===== config.mk =====
export PLATFORM = sky130hd
export DESIGN_NAME = key_event_ctrl
export DESIGN_NICKNAME = d
export VERILOG_FILES = /design/src/rtl/key_event_pkg.sv /design/src/rtl/key_debounce_cell.sv /design/src/rtl/key_event_ctrl.sv
export SDC_FILE = /design/constraint.sdc
export NUM_CORES = 1
export LEC_CHECK = 0
export BUFFER_PORTS_ARGS = -buffer_cell sky130_fd_sc_hd__buf_2
export CORE_ASPECT_RATIO = 0.5
export CORE_MARGIN = 4
export CORE_UTILIZATION = 41
export DETAILED_ROUTE_END_ITERATION = 8
export SLEW_MARGIN = 20
export SYNTH_ARGS = -nofsm -noshare
export SYNTH_HDL_FRONTEND = slang
export SYNTH_HIERARCHICAL = 1
export SYNTH_SLANG_ARGS = --single-unit
export TNS_END_PERCENT = 100

===== constraint.sdc =====
create_clock -name clk -period 3.15 [get_ports clk]
set_input_delay 0.63 -clock clk [delete_from_list [all_inputs] [get_ports clk]]
set_output_delay 0.63 -clock clk [all_outputs]
set_load 0.02 [all_outputs]

===== src/rtl/key_event_pkg.sv =====
// Shared event-type encoding and width helper for the key event controller.
package key_event_pkg;

  typedef enum logic [1:0] {
    EVT_RELEASE = 2'b00,
    EVT_PRESS   = 2'b01,
    EVT_LONG    = 2'b10
  } evt_type_t;

  function automatic int unsigned idx_width(input int unsigned n);
    return (n > 1) ? $clog2(n) : 1;
  endfunction

endpackage


===== src/rtl/key_debounce_cell.sv =====
// One key: 2-flop synchroniser, tick-based debounce counter and optional hold
// counter (KEY_EVENT_LONG_PRESS_EN); emits one-cycle flip/long strobes.
module key_debounce_cell #(
  parameter int unsigned DEBOUNCE_TICKS = 10
`ifdef KEY_EVENT_LONG_PRESS_EN
  , parameter int unsigned LONG_TICKS   = 1000
`endif
) (
  input  logic clk,
  input  logic rst,
  input  logic tick,
  input  logic key_raw,
  output logic db,
  output logic flip,
  output logic long_evt
);

  localparam int unsigned DW = $clog2(DEBOUNCE_TICKS + 1);

  logic [1:0]    sync_q;
  logic          sync;
  logic [DW-1:0] cnt;
  logic          flip_now;

  assign sync = sync_q[1];
  // The tick that would bring the count to its limit flips db directly.
  assign flip_now = tick && (sync != db) && (cnt == DW'(DEBOUNCE_TICKS - 1));

  always_ff @(posedge clk) begin
    if (rst) begin
      sync_q <= '0;
      cnt    <= '0;
      db     <= 1'b0;
      flip   <= 1'b0;
    end else begin
      sync_q <= {sync_q[0], key_raw};
      flip   <= flip_now;
      if (tick) begin
        if (sync == db) begin
          cnt <= '0;
        end else if (flip_now) begin
          cnt <= '0;
          db  <= ~db;
        end else begin
          cnt <= cnt + 1'b1;
        end
      end
    end
  end

`ifdef KEY_EVENT_LONG_PRESS_EN
  localparam int unsigned HW = $clog2(LONG_TICKS + 1);

  logic [HW-1:0] hold;
  logic          long_now;

  assign long_now = tick && db && !flip_now && (hold == HW'(LONG_TICKS - 1));

  // Saturates at LONG_TICKS so a single hold yields a single long event.
  always_ff @(posedge clk) begin
    if (rst) begin
      hold     <= '0;
      long_evt <= 1'b0;
    end else begin
      long_evt <= long_now;
      if (tick) begin
        if (!db || flip_now) begin
          hold <= '0;
        end else if (hold != HW'(LONG_TICKS)) begin
          hold <= hold + 1'b1;
        end
      end
    end
  end
`else
  assign long_evt = 1'b0;
`endif

endmodule


===== src/rtl/key_event_ctrl.sv =====
// Debounced multi-key event controller with round-robin event slot.
// Long-press events are built only with KEY_EVENT_LONG_PRESS_EN defined.
module key_event_ctrl
  import key_event_pkg::*;
#(
  parameter int unsigned N_KEYS         = 4,
  parameter int unsigned TICK_DIV       = 50_000,
  parameter int unsigned DEBOUNCE_TICKS = 10,
  parameter int unsigned LONG_TICKS     = 1000
) (
  input  logic                         clk,
  input  logic                         rst,
  input  logic [N_KEYS-1:0]            i_keys,
  output logic [N_KEYS-1:0]            o_keys_db,
  output logic                         o_evt_valid,
  input  logic                         i_evt_ready,
  output logic [idx_width(N_KEYS)-1:0] o_evt_key,
  output logic [1:0]                   o_evt_type,
  output logic                         o_evt_drop
);

  localparam int unsigned KW = idx_width(N_KEYS);
  localparam int unsigned PW = $clog2(TICK_DIV + 1);

  if (N_KEYS < 1 || N_KEYS > 16 || TICK_DIV < 1 || DEBOUNCE_TICKS < 1 || LONG_TICKS < 1)
  begin : g_bad_params
    $error("key_event_ctrl: parameter out of range");
  end

  logic [PW-1:0] presc;
  logic          tick;

  assign tick = (presc == PW'(TICK_DIV - 1));

  always_ff @(posedge clk) begin
    if (rst) begin
      presc <= '0;
    end else if (tick) begin
      presc <= '0;
    end else begin
      presc <= presc + 1'b1;
    end
  end

  logic [N_KEYS-1:0] flip;
  logic [N_KEYS-1:0] long_evt;

  for (genvar g = 0; g < int'(N_KEYS); g++) begin : g_cell
    key_debounce_cell #(
      .DEBOUNCE_TICKS(DEBOUNCE_TICKS)
`ifdef KEY_EVENT_LONG_PRESS_EN
      , .LONG_TICKS  (LONG_TICKS)
`endif
    ) u_cell (
      .clk     (clk),
      .rst     (rst),
      .tick    (tick),
      .key_raw (i_keys[g]),
      .db      (o_keys_db[g]),
      .flip    (flip[g]),
      .long_evt(long_evt[g])
    );
  end

  logic [N_KEYS-1:0] pend;
  evt_type_t         pend_type [N_KEYS];
  evt_type_t         new_type  [N_KEYS];
  logic [N_KEYS-1:0] new_evt;
  logic [N_KEYS-1:0] grant;
  logic [N_KEYS-1:0] drop_vec;
  logic [KW-1:0]     ptr;
  logic [KW-1:0]     gidx;
  logic              any_pend;
  logic              load;

  assign load = !o_evt_valid || i_evt_ready;

  always_comb begin
    for (int unsigned i = 0; i < N_KEYS; i++) begin
      new_evt[i]  = flip[i] || long_evt[i];
      new_type[i] = flip[i] ? (o_keys_db[i] ? EVT_PRESS : EVT_RELEASE) : EVT_LONG;
    end
  end

  always_comb begin
    int unsigned idx;
    any_pend = 1'b0;
    gidx     = '0;
    idx      = 0;
    for (int unsigned i = 0; i < N_KEYS; i++) begin
      idx = (32'(ptr) + i) % N_KEYS;
      if (!any_pend && pend[idx]) begin
        any_pend = 1'b1;
        gidx     = KW'(idx);
      end
    end
  end

  always_comb begin
    grant = '0;
    if (load && any_pend) begin
      grant[gidx] = 1'b1;
    end
  end

  // A flag granted this cycle is free, so an arriving event is not a drop.
  assign drop_vec = new_evt & pend & ~grant;

  always_ff @(posedge clk) begin
    if (rst) begin
      pend       <= '0;
      o_evt_drop <= 1'b0;
      for (int unsigned i = 0; i < N_KEYS; i++) begin
        pend_type[i] <= EVT_RELEASE;
      end
    end else begin
      o_evt_drop <= |drop_vec;
      for (int unsigned i = 0; i < N_KEYS; i++) begin
        if (new_evt[i]) begin
          pend[i]      <= 1'b1;
          pend_type[i] <= new_type[i];
        end else if (grant[i]) begin
          pend[i] <= 1'b0;
        end
      end
    end
  end

  always_ff @(posedge clk) begin
    if (rst) begin
      o_evt_valid <= 1'b0;
      o_evt_key   <= '0;
      o_evt_type  <= EVT_RELEASE;
      ptr         <= '0;
    end else if (load) begin
      o_evt_valid <= any_pend;
      if (any_pend) begin
        o_evt_key  <= gidx;
        o_evt_type <= pend_type[gidx];
        ptr        <= (gidx == KW'(N_KEYS - 1)) ? '0 : gidx + 1'b1;
      end
    end
  end

endmodule

# After elaboration in Yosys (flattened, before gate mapping)
# Memories as Yosys holds them, arrays and structs flattened. A register that Yosys moved wholly into a read port is not among the register bits.
# Index checks and enable logic that the tools add are counted.
[op_classes] addsub=9 mux=62 bitwise=15 n_reduce_logical=29 n_eq_ne=14 magnitude_cmp=6
[op_table] operator="2-to-1 mux 4 bit" n=9
[op_table] operator="2-to-1 mux 1 bit" n=35
[op_table] operator="2-to-1 mux 2 bit" n=13
[op_table] operator="adder 16 x 1 -> 16 bit (second input constant)" n=1
[op_table] operator="adder 4 x 1 -> 4 bit (second input constant)" n=4
[op_table] operator="== test 16 bit (second input constant)" n=1
[op_table] operator="== test 4 bit (second input constant)" n=4
[op_table] operator="less-than comparator 2 x 3 -> 1 bit (second input constant)" n=5
[op_table] operator="logical AND 1 bit" n=13
[op_table] operator="AND reduction 3 bit" n=4
[op_table] operator="AND 4 bit" n=2
[op_table] operator="binary-select mux 1 bit (select 2 bit)" n=4
[op_table] operator="inverter 1 bit" n=8
[op_table] operator="nonzero test 2 bit" n=4
[op_table] operator="adder 2 x 1 -> 2 bit (second input constant)" n=2
[op_table] operator="adder 2 bit (second input constant)" n=2
[op_table] operator="== test 1 bit" n=4
[op_table] operator="logical NOT 1 bit" n=4
[op_table] operator="!= test 1 bit" n=4
[op_table] operator="inverter 4 bit" n=1
[op_table] operator="bitwise OR 1 bit" n=4
[op_table] operator="OR reduction 4 bit" n=1
[op_table] operator="demux 1 bit (select 2 bit)" n=1
[op_table] operator="== test 2 bit (second input constant)" n=1
[op_table] operator="other kinds (4)" n=4
[word_totals] word_cells=161 out_inout_bits=10 mem_bits_rw=8 in_bits=7 mem_count=1 ff_bits=58
[mem_list] memory="pend_type" words=4 word_bits=2 read_ports=1 rd_clocked_by_memory_dff=1 write_ports=4 line="key_event_ctrl.sv:66" rtl="evt_type_t pend_type [N_KEYS];"

# Logic depth before layout (Yosys ltp)
# Gate-level depths: netlist (run 1).
[logic_depth] depth_word=20 ltp_mapped=9 ltp_nobuf=8

# Modules after synthesis
# Netlist (run 1), hierarchy kept.
[by_module_without_submodules] module="key_event_ctrl" n_inst=1 cells_each=181 seq_area_each_um2=800.8 area_each_um2=1749.2
[by_module_without_submodules] module="key_debounce_cell" n_inst=4 cells_each=37 seq_area_each_um2=160.2 area_each_um2=371.6

# Worst setup path after synthesis (run 1)
# OpenSTA, ideal clock, no wires.
[synth_path] path_type="reg2reg" start="reg ptr[1]" end="reg o_evt_drop" path_buffers=2 path_stages_with_launch=10 slack_ns=1.220 required_time_ns=3.069 arrival_ns=1.849 setup_ns=0.081 period_less_slack_ns=1.930 cell_sequence="dfxtp_1 > clkbuf_2 > nor3b_1 > a221o_1 > buf_2 > inv_1 > ha_1 > a21boi_0 > o21ai_0 > a41oi_1"
[synth_between] elab_chain_len=20 word_cells_on_any_way=35 classes_between="add/sub: 3; order compare: 2; mux: 19; bitwise: 2; reduce/logical: 9"
[synth_rtl] item="from (decl)" line="key_event_ctrl.sv:71" rtl="logic [KW-1:0] ptr;"
[synth_rtl] item="from (signal assigned)" line="key_event_ctrl.sv:140" rtl="ptr <= (gidx == KW'(N_KEYS - 1)) ? '0 : gidx + 1'b1;"
[synth_rtl] item="parallel branches: the longest is 11 deep, another holds adder 2 x 1 -> 2 bit"
[synth_rtl] item="2-to-1 mux 2 bit (*)" line="key_event_ctrl.sv:92" rtl="if (!any_pend && pend[idx]) begin"
[synth_rtl] item="via gidx[0]" line="key_event_ctrl.sv:72" rtl="logic [KW-1:0] gidx;"
[synth_rtl] item="less-than comparator 2 x 3 -> 1 bit (implied by the code) / greater-or-equal comparator 2 x 1 -> 1 bit (equally long branches)" line="key_event_ctrl.sv:102" rtl="grant[gidx] = 1'b1;"
[synth_rtl] item="logical AND 1 bit (implied by the code)" line="key_event_ctrl.sv:102"
[synth_rtl] item="2-to-1 mux 1 bit (implied by the code)" line="key_event_ctrl.sv:102"
[synth_rtl] item="demux 1 bit (select 2 bit) (*)" line="key_event_ctrl.sv:102"
[synth_rtl] item="2-to-1 mux 4 bit (*)" line="key_event_ctrl.sv:101" rtl="if (load && any_pend) begin"
[synth_rtl] item="inverter 4 bit (*)" line="key_event_ctrl.sv:107" rtl="assign drop_vec = new_evt & pend & ~grant;"
[synth_rtl] item="AND 4 bit (*)" line="key_event_ctrl.sv:107"
[synth_rtl] item="OR reduction 4 bit (*)" line="key_event_ctrl.sv:117" rtl="o_evt_drop <= |drop_vec;"
[synth_rtl] item="to (signal assigned)" line="key_event_ctrl.sv:117"
[synth_rtl] item="to (decl)" line="key_event_ctrl.sv:19" rtl="output logic o_evt_drop"
# Mark *: on every way through the listed nets, which the timed path passes. The select of a mux whose other input is x is not followed.
# A chain may end at the register's enable or synchronous reset.

# Worst setup path in the final report (run 1)
[layout_path] start="reg presc[6]" end="reg g_cell[0].u_cell.cnt[2]"
[layout_between] elab_chain_len=5
[layout_rtl] item="from (decl)" line="key_event_ctrl.sv:30" rtl="logic [PW-1:0] presc;"
[layout_rtl] item="from (signal assigned)" line="key_event_ctrl.sv:41" rtl="presc <= presc + 1'b1;"
[layout_rtl] item="== test 16 bit (*)" line="key_event_ctrl.sv:33" rtl="assign tick = (presc == PW'(TICK_DIV - 1));"
[layout_rtl] item="via tick" line="key_event_ctrl.sv:31" rtl="logic tick;"
[layout_rtl] item="logical AND 1 bit (2 in a row)" line="key_debounce_cell.sv:27" rtl="assign flip_now = tick && (sync != db) && (cnt == DW'(DEBOUNCE_TICKS - 1));"
[layout_rtl] item="2-to-1 mux 4 bit" line="key_debounce_cell.sv:41" rtl="end else if (flip_now) begin"
[layout_rtl] item="2-to-1 mux 4 bit" line="key_debounce_cell.sv:39" rtl="if (sync == db) begin"
[layout_rtl] item="to (signal assigned)" line="key_debounce_cell.sv:45" rtl="cnt <= cnt + 1'b1;"
[layout_rtl] item="to (decl)" line="key_debounce_cell.sv:22" rtl="logic [DW-1:0] cnt;"
# Mark *: on every way through the listed nets, which the timed path passes. The rest lies on a longest branch.

==> flow_summary.json, run 1 <==
{
  "fp-row-count": 22,
  "path_class": "flop to flop",
  "synth_nets": 349,
  "hp-class": "flop to flop",
  "syn_area_um2": 3240,
  "setup-violations-final": 0,
  "clkTransAtPathRegs_ns": 0.06,
  "hold_viol": 0,
  "grt_start_max_net_pins": 36,
  "tightest_slew_ns": 0.531,
  "grt_overflow": 0,
  "grt_pass1_vias": 2247,
  "clock.fmax_ghz": 0.426,
  "dieArea_um2": 9460,
  "antenna_found_initial": 0,
  "relSlewSlack_pct": 64.3,
  "drive_above_1_share_pct": 11.6,
  "wl_mm": 5.89,
  "dr.pass1.iters": 4,
  "power_mw": 2.01,
  "status": "completed",
  "initial_core_util_pct": 43.2,
  "maxCapViolations": 0,
  "worstPathCellList": "or4b_1 -> nor4_4 -> buf_4 -> a41oi_1 -> a311oi_1",
  "cp_max_fo": 31,
  "fillCellCount": 708,
  "slew_viol_final": 0,
  "die_width_um": 134,
  "clock_skew_ns": 0.00493,
  "min_period_over_period_pct": 74.5,
  "clock_latency_ns": 0.33,
  "power.leakage_nw": 1.37,
  "ios": 17,
  "worst_ep_required_time_ns": 3.38,
  "endpoint_kind": "flop",
  "pwr_density_cell_nw_per_um2": 551,
  "yosysSeqAreaShare_pct": 44.5,
  "hpwl_mm": 4.08,
  "cts_hold_buf": 0,
  "numCtsBuffers": 9,
  "avgSynthCellArea_um2": 9.83,
  "tns_ns": 0,
  "htree_num_levels": 3,
  "track_usage_pct": 13.4,
  "post_cts_resized": 0,
  "core_area_um2": 7490,
  "root_buffer": "clkbuf_16",
  "crit_path_max_incr_delay_ns": 0.54,
  "cts_tree": "done",
  "ys_top_cells_by_area": "dfxtp_1 37%, edfxtp_1 7.4%, ha_1 5.0%",
  "vias": 2377,
  "fin_crit_ns": 2.35,
  "yosys.cell_types.count": 49,
  "cts_sinks": 68,
  "synth_top_area_cell": "dfxtp_1",
  "viasPerCell": 5.24,
  "rsz0062_at_grt": "no",
  "ir_drop_mv": 0.291,
  "syn2layout_area_growth_pct": 12.6,
  "yosysWarnings": 6,
  "ys_ff_latch": 68,
  "syn_inst": 329,
  "drt_iter0_drc": 147,
  "antennaDiodeCount": 0,
  "grt_pass1_wl_mm": 10.2,
  "postCtsSetupBuffers": 0,
  "path_buf_inv": 1,
  "synth.top_cell.area_share_pct": 37.1,
  "arrival_ns": 2.58,
  "final_nets": 361,
  "cp_top_family": "simple AND/OR/NAND/NOR gates",
  "slowest_stage": "nor4_4",
  "io_buffers": 16,
  "routabilityCongestion": 0.841,
  "drt_drc_violations_left": 0,
  "die_h_um": 70.8,
  "worst_setup_path_start_kind": "flop",
  "ant_nets": 0,
  "post_drt_wl_per_cell_um": 13.0,
  "clock_path_buffers": 2
}
==> flip-flops by register name, indices dropped and copies added, names as in the netlist <==
signal	cells
g_cell.u_cell/db	4
pend	4
g_cell.u_cell/cnt	16
o_evt_key	2
ptr	2
o_evt_type	2
o_evt_valid	1
g_cell.u_cell/sync_q	8
g_cell.u_cell/flip	4
o_evt_drop	1
pend_type	8
presc	16
==> cell type report <==
class / count / area (um2) / area share [%]
clock buffer: 11 / 253 / 6.94
clock inverter: 5 / 26.3 / 0.721
inverter: 10 / 37.5 / 1.03
multi-input combinational: 234 / 1650 / 45.4
sequential: 68 / 1440 / 39.6
tap: 108 / 135 / 3.71
timing repair buffer: 18 / 95.1 / 2.61
==> where the power goes <==
part	switching, mW	internal, mW
registers	0.0245	0.910
clock network	0.349	0.568
logic	0.0921	0.0623
==> per-stage QoR <==
| step | std cells | util (%) | worst slack, ns | instance area, um2 | hold WS, ns |
|---|---|---|---|---|---|
| 2_1_floorplan | 329 | - | 1.22 | 3240 | 0.410 |
| 3_3_place_gp | 438 | 44.9 | 0.892 | 3360 | 0.420 |
| 3_5_place_dp | 438 | 44.9 | 0.802 | 3360 | 0.427 |
| 4_1_cts | 454 | 48.6 | 0.808 | 3640 | 0.438 |
| 5_1_grt | 454 | 48.6 | 0.584 | 3640 | 0.469 |
| 6_report | 454 | 48.6 | 0.803 | 3640 | 0.437 |
==> Yosys cell counts, drive strengths merged <==
master / instances
nand4b: 12
and3b: 3
a21bo: 1
xnor2: 2
mux2i: 10
nand4: 10
nand3: 9
buf: 12
a221o: 1
edfxtp: 8
nand2: 11
or4: 1
nand3b: 6
a21boi: 4
inv: 10
clkbuf: 5
a21oi: 18
xor2: 12
or2: 2
o21ai: 9
dfxtp: 60
o221ai: 2
conb: 4
a31oi: 4
or4b: 2
ha: 13
or3: 9
nor2: 22
and2: 4
nor4: 2
a41oi: 5
nand4bb: 4
nor2b: 9
and4: 2
o31ai: 1
a21o: 1
a311oi: 4
a211o: 1
nand2b: 18
nor3: 9
nor3b: 5
or4bb: 2
==> worst register-to-register path: cells and delay by family (launching register included) <==
family / cells / cell delay, ns
flip-flops: 1 / 0.40
AND/OR/NAND/NOR: 2 / 1.05
AO/OA/AOI/OAI: 2 / 0.42
buffers and inverters: 1 / 0.38
==> placed cells by master, fill, tap and decap left out, types with 5 or more instances in the layout <==
cell and count:
dfxtp_1 60, nor2_1 22, nand2b_1 18, a21oi_1 18, buf_2 16, ha_1 13, nand4b_1 12, nand2_1 11
inv_1 10, mux2i_1 10, nand4_1 10, nand3_1 9, or3_1 9, nor2b_1 9, o21ai_0 9, nor3_1 9
clkbuf_16 9, xor2_1 8, edfxtp_1 8, nand3b_1 6, nor3b_1 5, a41oi_1 5
==> final timing paths <==
check | start | end | slack (ns) | cells after the start
hold / removal | g_cell[1].u_cell/sync_q[0]$_SDFF_PP0_ | g_cell[1].u_cell/sync_q[1]$_SDFF_PP0_ | 0.44 | 1
setup / recovery | presc[6]$_SDFF_PP0_ | g_cell[0].u_cell/cnt[2]$_SDFFE_PP0P_ | 0.80 | 5
hold reg to reg | g_cell[1].u_cell/sync_q[0]$_SDFF_PP0_ | g_cell[1].u_cell/sync_q[1]$_SDFF_PP0_ | 0.44 | 1
setup reg to reg | presc[6]$_SDFF_PP0_ | g_cell[0].u_cell/cnt[2]$_SDFFE_PP0P_ | 0.80 | 5
==> layer usage <==
layer / GRT usage, % / wire length [um] / up-vias
li1: - / - / 1206
met1: 16.1 / 2820 / 1115
met2: 21.5 / 2700 / 42
met3: 5.75 / 274 / 14
met4: 5.36 / 95 / 0
met5: 0 / 0 / -
==> cells by family (layout without fill, tap and decap cells) <==
logic type	after synthesis	after routing	share of synthesized area, %
AND/OR/NAND/NOR	142	142	27.3
flip-flops	68	68	44.5
AO/OA/AOI/OAI	51	51	10.2
buffers and inverters	27	44	4.60
XOR/XNOR	14	14	4.72
adder cells (fa/ha/maj)	13	13	5.03
multiplexers	10	10	3.09
other	4	4	0.464
(Power assumes the default switching activity.)
==> run 2: changes to the inputs <==
- clock period: 3.15 -> 2.1 ns (I/O delays scaled with it)
==> run 2 against run 1 <==
Net effect:
- combinational power up 61%
- sequential share of layout area fell by 0.82 points
- cell count is 0.66% higher
- clock skew barely moved
- highest routed layer unchanged
- sequential cell count unchanged
- utilization up 1.1 points
- non-clock buffer count rose by 3
- worst setup slack got worse by 0.66 ns
- largest cell class unchanged
- count of clock-buffer cells in the layout up 4
- worst hold slack worse by 0.14 ns
==> flow_summary.json, run 2 (same netlist as run 1, synthesis figures left out) <==
{
  "status": "completed",
  "dr.pass1.iters": 4,
  "setup.worst_path.start": "presc[4]$_SDFF_PP0_",
  "cp_top_family": "simple AND/OR/NAND/NOR gates",
  "grt_pass1_wl_mm": 10.2,
  "routabilityCongestion": 0.765,
  "clock_path_buffers": 2,
  "clock_skew_ns": 0.00489,
  "wl_mm": 5.79,
  "worst_setup_path_start_kind": "flop",
  "ios": 17,
  "cp.depth": 6,
  "viasPerCell": 5.18,
  "min_period_over_period_pct": 93.2,
  "hpwl_mm": 3.88,
  "dieArea_um2": 9460,
  "grt_pass1_vias": 2280,
  "io_buffers": 16,
  "ff2ff_path_depth": 6,
  "p_sw_share_pct": 22.4,
  "slew_viol_final": 0,
  "fp-row-count": 22,
  "pwr_density_cell_nw_per_um2": 831,
  "setup-violations-final": 0,
  "p_clk_share_pct": 46.6,
  "cts_tree": "done",
  "final-seq-area_um2": 1440,
  "grt_start_max_net_pins": 59,
  "path_buf_inv": 1,
  "hp-class": "input port to flop",
  "endpoint_kind": "flop",
  "top_regs": "g_cell.u_cell/cnt (16), presc (16)",
  "p_sw_mw": 0.694,
  "numCtsBuffers": 9,
  "worstPathCellList": "or4b_1 -> nor4_4 -> buf_12 -> nand4b_1 -> mux2i_1 -> nor2_1",
  "slowest_stage": "or4b_1",
  "vias": 2369,
  "track_usage_pct": 13.5,
  "worstHoldStart": "i_keys[3]",
  "p_comb_share_pct": 8.0,
  "final_nets": 364,
  "power_mw": 3.09,
  "final_common_cell": "dfxtp_1",
  "die_width_um": 134,
  "ant_nets": 0,
  "p_int_mw": 2.40,
  "core_area_um2": 7490,
  "fin_crit_ns": 1.96,
  "layout_common_cells": "59 x dfxtp_1, 22 x nor2_1, 18 x nand2b_1, 18 x a21oi_1, 16 x buf_2",
  "cp_max_fo": 41,
  "drt_drc_violations_left": 0,
  "hold_viol": 0,
  "worst_r2r_startpoint": "presc[4]$_SDFF_PP0_",
  "path_class": "flop to flop",
  "antenna_found_initial": 0,
  "syn2layout_area_growth_pct": 15.0,
  "post_drt_wl_per_cell_um": 12.7,
  "drive_above_1_share_pct": 12.6,
  "cts_hold_buf": 0,
  "die_h_um": 70.8,
  "fillCellCount": 688,
  "rsz0062_at_grt": "no",
  "hold_depth": 2,
  "drt_iter0_drc": 118,
  "clock.fmax_ghz": 0.511,
  "root_buffer": "clkbuf_16",
  "grt_overflow": 0,
  "cts_sinks": 68,
  "multiInputGateArea_um2": 1660,
  "seqPwrFrac_pct": 45.4,
  "ir_drop_mv": 0.412,
  "worst_ep_required_time_ns": 2.31,
  "power.leakage_nw": 1.41,
  "antennaDiodeCount": 0,
  "maxCapViolations": 0,
  "clock_latency_ns": 0.33,
  "clkTransAtPathRegs_ns": 0.05,
  "arrival_ns": 2.17,
  "tns_ns": 0,
  "htree_num_levels": 3,
  "initial_core_util_pct": 43.2,
  "crit_path_max_incr_delay_ns": 0.57
}
run 2: changes by cell type in the layout (fill, tap and decap cells not counted), moves of 2 or more:
cell	delta
clkbuf_1	+2
a21boi_1	+3
clkbuf_8	+2
buf_12	+3
a21boi_0	-3
clkinv_2	-2
run 2: stage by stage:
step	cells	util (%)	setup slack, ns	instance area (um2)	hold WS, ns
5_1_grt	457	49.7	0.00909	3720	0.288
3_5_place_dp	441	45.7	0.0477	3420	0.425
4_1_cts	457	49.6	0.00675	3720	0.281
3_3_place_gp	441	45.7	0.151	3420	0.418
2_1_floorplan	329	-	0.170	3240	0.410
6_report	457	49.7	0.143	3720	0.297
run 2: power groups by stage:
stage	sequential [mW]	clock, mW	combinational [mW]
after global placement	1.43	0	0.240
after detailed placement	1.43	0	0.244
final	1.41	1.44	0.248
after CTS	1.40	1.49	0.247
after global routing	1.41	1.56	0.280
after floorplan	1.43	0	0.174
run 2: timing repair:
item                                    4_1_cts  5_1_grt
setup buffers                                 0        0
resized for setup                             0        5
endpoints found under the hold margin         0        0
endpoints found under the setup margin        0        1
run 2: area by class of cell:
class,count,share of cell area [%]
Multi-Input combinational cell,234,44.6
Sequential cell,68,38.8
Clock buffer,15,7.73
Timing Repair Buffer,21,4.17
Tap cell,108,3.63
Inverter,10,1.01
Clock inverter,1,0.134
run 2: metal layers:
| layer | vias to the layer above | GRT usage (%) | share of wire [%] |
|---|---|---|---|
| li1 | 1220 | - | - |
| met1 | 1112 | 16.7 | 52 |
| met2 | 28 | 19.7 | 42 |
| met3 | 9 | 7.39 | 4.4 |
| met4 | 0 | 5.13 | 1.7 |
| met5 | - | 0 | 0 |
run 2: worst paths after layout:
| path | end | slack [ns] |
|---|---|---|
| setup / recovery | g_cell[3].u_cell/db$_SDFFE_PP0P_ | 0.14 |
| hold / removal | g_cell[3].u_cell/sync_q[0]$_SDFF_PP0_ | 0.30 |
| setup reg to reg | g_cell[3].u_cell/db$_SDFFE_PP0P_ | 0.14 |
| hold reg to reg | g_cell[0].u_cell/sync_q[1]$_SDFF_PP0_ | 0.43 |
run 2: worst register-to-register path, stage by stage (launching register included):
cell	delay, ns
dfxtp_1	0.34
or4b_1	0.57
nor4_4	0.32
buf_12	0.23
nand4b_1	0.15
mux2i_1	0.17
nor2_1	0.05
